File: src/rtl/digit_scan_ctrl.sv
// Multiplexed display scan controller: drives a 2-to-4 digit decoder with a
// dwell/blank timed enable, skipping masked-off digits and flagging frame starts.
module digit_scan_ctrl #(
    parameter int unsigned DWELL = 50000,
    parameter int unsigned BLANK = 2
) (
    input  logic       clk,
    input  logic       rst_n,
    input  logic       run,
    input  logic [3:0] mask,
    output logic       en,
    output logic [1:0] a,
    output logic       frame
);

    localparam int unsigned CW = 20;
    localparam logic [CW-1:0] DWELL_LD = CW'(DWELL - 1);
    localparam logic [CW-1:0] BLANK_LD = (BLANK > 0) ? CW'(BLANK - 1) : '0;

    typedef enum logic [1:0] {
        IDLE = 2'd0,
        SHOW = 2'd1,
        GAP  = 2'd2
    } state_t;

    state_t        state_q, state_d;
    logic [CW-1:0] cnt_q, cnt_d;
    logic          en_q, en_d;
    logic [1:0]    a_q, a_d;
    logic          frame_q, frame_d;
    logic          advance;
    logic [1:0]    aNext;

    function automatic logic [1:0] lowestIdx(input logic [3:0] m);
        logic [1:0] res;
        res = 2'd0;
        for (int i = 3; i >= 0; i--) begin
            if (m[i]) res = 2'(i);
        end
        return res;
    endfunction

    // Circular search after cur; offset 4 wraps back onto cur itself and is
    // checked first so that any nearer set bit overrides it.
    function automatic logic [1:0] nextIdx(input logic [1:0] cur, input logic [3:0] m);
        logic [1:0] res;
        logic [1:0] idx;
        res = cur;
        for (int i = 4; i >= 1; i--) begin
            idx = cur + 2'(i);
            if (m[idx]) res = idx;
        end
        return res;
    endfunction

    assign aNext = nextIdx(a_q, mask);

    always_comb begin
        state_d = state_q;
        cnt_d   = cnt_q;
        a_d     = a_q;
        frame_d = 1'b0;
        advance = 1'b0;

        case (state_q)
            IDLE: begin
                if (run && (mask != 4'd0)) begin
                    state_d = SHOW;
                    cnt_d   = DWELL_LD;
                    a_d     = lowestIdx(mask);
                end
            end
            SHOW: begin
                if (!run) begin
                    state_d = IDLE;
                    cnt_d   = '0;
                end else if (cnt_q == '0) begin
                    if (BLANK > 0) begin
                        state_d = GAP;
                        cnt_d   = BLANK_LD;
                    end else begin
                        advance = 1'b1;
                    end
                end else begin
                    cnt_d = cnt_q - 1'b1;
                end
            end
            GAP: begin
                if (!run) begin
                    state_d = IDLE;
                    cnt_d   = '0;
                end else if (cnt_q == '0) begin
                    advance = 1'b1;
                end else begin
                    cnt_d = cnt_q - 1'b1;
                end
            end
            default: begin
                state_d = IDLE;
                cnt_d   = '0;
            end
        endcase

        if (advance) begin
            if (mask == 4'd0) begin
                state_d = IDLE;
                cnt_d   = '0;
            end else begin
                state_d = SHOW;
                cnt_d   = DWELL_LD;
                a_d     = aNext;
                frame_d = (aNext <= a_q);
            end
        end

        en_d = (state_d == SHOW);
    end

    always_ff @(posedge clk or negedge rst_n) begin
        if (!rst_n) begin
            state_q <= IDLE;
            cnt_q   <= '0;
            en_q    <= 1'b0;
            a_q     <= 2'b00;
            frame_q <= 1'b0;
        end else begin
            state_q <= state_d;
            cnt_q   <= cnt_d;
            en_q    <= en_d;
            a_q     <= a_d;
            frame_q <= frame_d;
        end
    end

    assign en    = en_q;
    assign a     = a_q;
    assign frame = frame_q;

endmodule

File: config.mk
export PLATFORM = sky130hd
export DESIGN_NAME = digit_scan_ctrl
export DESIGN_NICKNAME = d
export VERILOG_FILES = /design/src/rtl/digit_scan_ctrl.sv
export SDC_FILE = /design/constraint.sdc
export NUM_CORES = 1
export LEC_CHECK = 0
export ABC_AREA = 1
export BUFFER_PORTS_ARGS = -buffer_cell sky130_fd_sc_hd__buf_2
export CAP_MARGIN = 40
export CORE_ASPECT_RATIO = 1.25
export CORE_UTILIZATION = 35
export DETAILED_ROUTE_END_ITERATION = 7
export MAX_ROUTING_LAYER = met4
export PLACE_DENSITY = 0.5
export SYNTH_ARGS = -nofsm -noshare
export SYNTH_HDL_FRONTEND = slang
export SYNTH_SLANG_ARGS = --single-unit
File: constraint.sdc
create_clock -name clk -period 3.7 [get_ports clk]
set_input_delay 0 -clock clk [delete_from_list [all_inputs] [get_ports clk]]
set_output_delay 0 -clock clk [all_outputs]
set_load 0.005 [all_outputs]
# Yosys cells after proc, flatten, opt, wreduce, memory -nomap -nowiden
# Cells that the tools add are included.
# op_classes
addsub,4
n_lt_le_gt_ge,4
n_eq_ne,5
mux,37
n_reduce_logical,6
# ops
cell,count
$mux 20,6
$pmux 20 s3,1
$mux 2,16
$logic_not 20->1,1
$sub 20x1->20 const B,1
$mux 16,1
$lt 2x3->1 const B,3
$mux 1,9
$bmux 1 s2,3
$pmux 2 s3,1
$add 2x2->2 const B,2
$eq 2x1->1 const B,2
$logic_not 4->1,1
$ne 4x4->1 const B,1
$reduce_bool 4->1,1
$ne 3x3->1 const B,1
$add 2x1->2 const B,1
$eq 2x2->1 const B,1
$le 2x2->1,1
$logic_not 2->1,1
$reduce_and 2->1,1
$logic_and 1x1->1,1
# word_totals
register_bits,26
input_bits,7
output_inout_bits,4
elab_cells,61

# Logic depth before layout (Yosys ltp)
# logic_depth
depth_word,9
ltp_mapped,15
mapped_depth_nobuf,15

# Worst setup path before layout
# Ideal clock, no wire load.
# synth_path
path_type,register to register
startpoint,"register a_q[0], in the netlist a[0]"
endpoint,"register frame_q, in the netlist frame"
setup_ps,119
t_arrival_ps,1545
required_ps,3581
slack_ps,2036
path_stages_with_launch,13
path_buffers,0
period_less_slack_ps,1664
path_cell_list,dfrtp_1 > inv_2 > o21ai_1 > inv_1 > nand2_1 > nand2_1 > inv_1 > nand2_1 > nand2_1 > nand2_1 > ha_1 > a21oi_1 > nor2_1
# synth_via
elab_chain_len,9
word_cells_on_any_way,15
classes_between,add/sub (3); order compare (1); mux (11)
# synth_lines
element,line_no,source
from (decl),29,"logic [1:0] a_q, a_d;"
from (signal assigned),124,a_q <= 2'b00;
from (signal assigned),130,a_q <= a_d;
$add 2x2->2,50,idx = cur + 2'(i);
$bmux 1 s2,51,if (m[idx]) res = idx;
$mux 1 (not written as such),51,
$mux 2 (3 in series),51,
$le 2x2->1 *,112,frame_d = (aNext <= a_q);
$mux 1 *,105,if (mask == 4'd0) begin
$mux 1 *,104,if (advance) begin
via frame_d,30,"logic frame_q, frame_d;"
to (signal assigned),131,frame_q <= frame_d;
to (decl),30,
# Mark *: on every way through the listed nets, which the timed path passes. The rest lies on a longest branch. The select of a mux whose other input is x is not followed.
# A chain may end at the register's enable or synchronous reset.

# Final worst setup path
# Ends and elaborated chain as after synthesis.

==> results.toml <==
[setup_path]
cp.required_ns = 3.90
crit_slowest_cell = "dfrtp_1"
worstPathArrival_ns = 2.12
r2r-start = "a[0]$_DFF_PN0_"
r2r-end = "frame$_DFF_PN0_"
cp_max_fo = 8
max_stage_delay_ns = 0.53
crit_chain = "inv_2 -> o21ai_1 -> inv_1 -> nand2_1 -> inv_1 -> a31oi_1 -> ha_1 -> a21oi_1 -> a21oi_1 -> nor2_1"
r2r_setup_slack_ns = 1.78
critPathCaptureType = "flop"
path_class = "flop to flop"
cp-start-kind = "flop"
r2r_cells = 10

[routing]
drc = 2
wl_per_cell_um = 12.3
route.vias.total = 1533
dr.pass1.iters = 6
postRouteAntennaNets = 0
drt_first_iter_violations = 73
drt-total-wl_mm = 3.93
viasPerCell = 4.79

[final_layout]
diodes = 0
final_cells = 320
layout-drive-gt1-share_pct = 18.2
syn_to_final_growth_pct = 9.51
fin_nets = 270

[place]
place_inst = 316
hpwlAfterDp_mm = 3.10
dpl_worst_slack_ns = 1.74
gp_congestion = 0.763
portBuffers = 10

[logic_synthesis]
synthDominantCellAreaShare_pct = 35.6
postSynth.asyncResetShare_pct = 100
ys_seq_area_share_pct = 35.6
netlist_instances = 245
synth-main-ff-cell = "dfrtp_1"
ys_ff_latch = 26
synth.area.top_cells = "dfrtp_1, nor2_1, nand2_1, inv_1, xor2_1"
yosys.area.top_type = "dfrtp_1"
synth_edf_count = 0
syn_area_per_cell_um2 = 7.46
synth_nets = 255
ys_types = 34
synth_area_um2 = 1830
ys_warn_count = 0

[clocking]
cts_tree = "built"
clock_path_buffers = 2
post-cts-setup-buffers = 0
cts_max_level = 1
cts_made_buffers = 3
cts-resized-gates = 0
cts.clk_slew.worst_paths_ns = 0.08
cts_sinks = 26
clock_latency_ns = 0.27
cts_root_buf = "clkbuf_8"

[min_path]
hold_path_class = "input pin to flop"
holdCritStartpoint = "mask[0]"
hold_end = "a[0]$_DFF_PN0_"
holdPathStages = 4

[timing]
slew_viol_final = 0
rsz0062_at_grt = "false"
finalCritPeriodShare_pct = 51.8
tns_ns = 0
fin_crit_ns = 1.92
fin_skew_ns = 0.00265
layout_setup_ws_ns = 1.78
worst_slew_pin_slew_ns = 0.595
setup_violations = 0
max_slew_margin_pct = 60.3
hold_violations = 0
timing.fmax_mhz = 521

[die]
dieWidth_um = 66.6
start_util_pct = 36.2
io_pins = 11
die-area_um2 = 5520
fp.dieH_um = 82.8
num_rows = 29
coreArea_um2 = 5040

[power]
vdd_drop_max_uv = 197
p_per_area_nw_per_um2 = 441
p_leak_nw = 0.993

[grt]
grt_max_degree = 27
gr-usage-all-layers_pct = 16.9
first_global_vias = 1567
grt_pass1_wl_mm = 6.99
gr-total-overflow = 0
antenna_found_initial = 0

[status]
status = "finished with violations"
violations = "DRC"

[job]
timing.max_cap.violations = 0
## worst max-delay path: cells and delay by family (launching register included)
family	cells	cell delay [ns]
AO/OA/AOI/OAI	4	0.63
flip-flops	1	0.53
adder cells (fa/ha/maj)	1	0.29
buffers and inverters	3	0.22
AND/OR/NAND/NOR	2	0.17
## stage by stage
step / power, W / instance area, um2 / util (%) / hold WS, ns
after global placement: 0.000735 / 1950 / 38.7 / 0.0490
after CTS: 0.000897 / 2000 / 39.7 / 0.148
after floorplan: 0.000648 / 1830 / - / -0.296
after detailed placement: 0.000737 / 1950 / 38.7 / 0.0465
final: 0.000882 / 2000 / 39.7 / 0.151
after global routing: 0.000970 / 2000 / 39.7 / 0.186
## cells in the mapped netlist (2+ instances only)
master and n:
nor2_1 50, nand2_1 43, inv_1 30, dfrtp_1 26
nand3_1 14, a21oi_1 13, xor2_1 11, nor2_2 6
inv_2 5, nand2_2 5, a21oi_2 4, nor2_4 4
o21ai_1 4, ha_1 3, nand4_1 3, nor3_2 3
nand3_4 2, o21ai_0 2, xnor2_1 2
## sequential cells by signal, indices dropped and copies added, names as in the netlist
name,flops
cnt_q,20
state_q,2
a,2
frame,1
en,1
## worst max-delay path by stage
stage / from / endpoint / slack, ns / cells past startpoint
4_1_cts: a[0]$_DFF_PN0_ / frame$_DFF_PN0_ / 1.72 / 10
3_5_place_dp: a[0]$_DFF_PN0_ / frame$_DFF_PN0_ / 1.74 / 10
5_1_grt: a[0]$_DFF_PN0_ / frame$_DFF_PN0_ / 1.57 / 10
6_report: a[0]$_DFF_PN0_ / frame$_DFF_PN0_ / 1.78 / 10
2_1_floorplan: a[0]$_DFF_PN0_ / frame$_DFF_PN0_ / 2.04 / 12
3_3_place_gp: a[0]$_DFF_PN0_ / frame$_DFF_PN0_ / 1.73 / 10
## layout make-up
cell class / instances / area (um2)
Multi-Input combinational cell: 183 / 1040
Clock buffer: 3 / 41.3
Inverter: 35 / 131
Sequential cell: 26 / 651
Timing Repair Buffer: 11 / 60.1
Tap cell: 62 / 77.6
Fill cell: 550 / 3040
## placed cells by master (no fill, tap or decap), drive strengths merged, types with 2 or more instances in the layout
cell type and count:
a21oi 17, buf 10, clkbuf 3, dfrtp 26, ha 3, inv 35, nand2 49, nand3 17
nand4 3, nor2 60, nor3 5, o211ai 2, o21ai 6, xnor2 2, xor2 11
## layer usage
| layer | track usage (%) | vias to the layer above | share of wire, % |
|---|---|---|---|
| li1 | - | 808 | - |
| met1 | 19.7 | 701 | 45 |
| met2 | 29.6 | 19 | 53 |
| met3 | 1.65 | 5 | 1.5 |
| met4 | 5.22 | 0 | 1.4 |
| met5 | - | - | 0 |
## cell families (layout without fill, tap and decap cells)
group	count (synthesis)	count (layout)	synth area share, %
xor gates and xnor gates	13	13	6.23
DFF	26	26	35.6
adders and majority gates	3	3	2.05
AOI/OAI and AO/OA	29	29	10.3
muxes	1	1	0.548
and+or+nand+nor	137	137	37.9
buffers and inverters	36	49	7.46
## report_power, final
part	total, W	switching (W)	internal (W)
clock network	0.000157	0.0000840	0.0000729
logic	0.000358	0.000228	0.000130
registers	0.000368	0.0000443	0.000323
total	0.000882	0.000356	0.000526
## timing repair
item | 4_1_cts | 5_1_grt
hold buffers | 1 | 0
setup endpoints to repair | 0 | 0
endpoints found under the hold margin | 26 | 0
No activity file was read; power rests on OpenSTA's default activity.
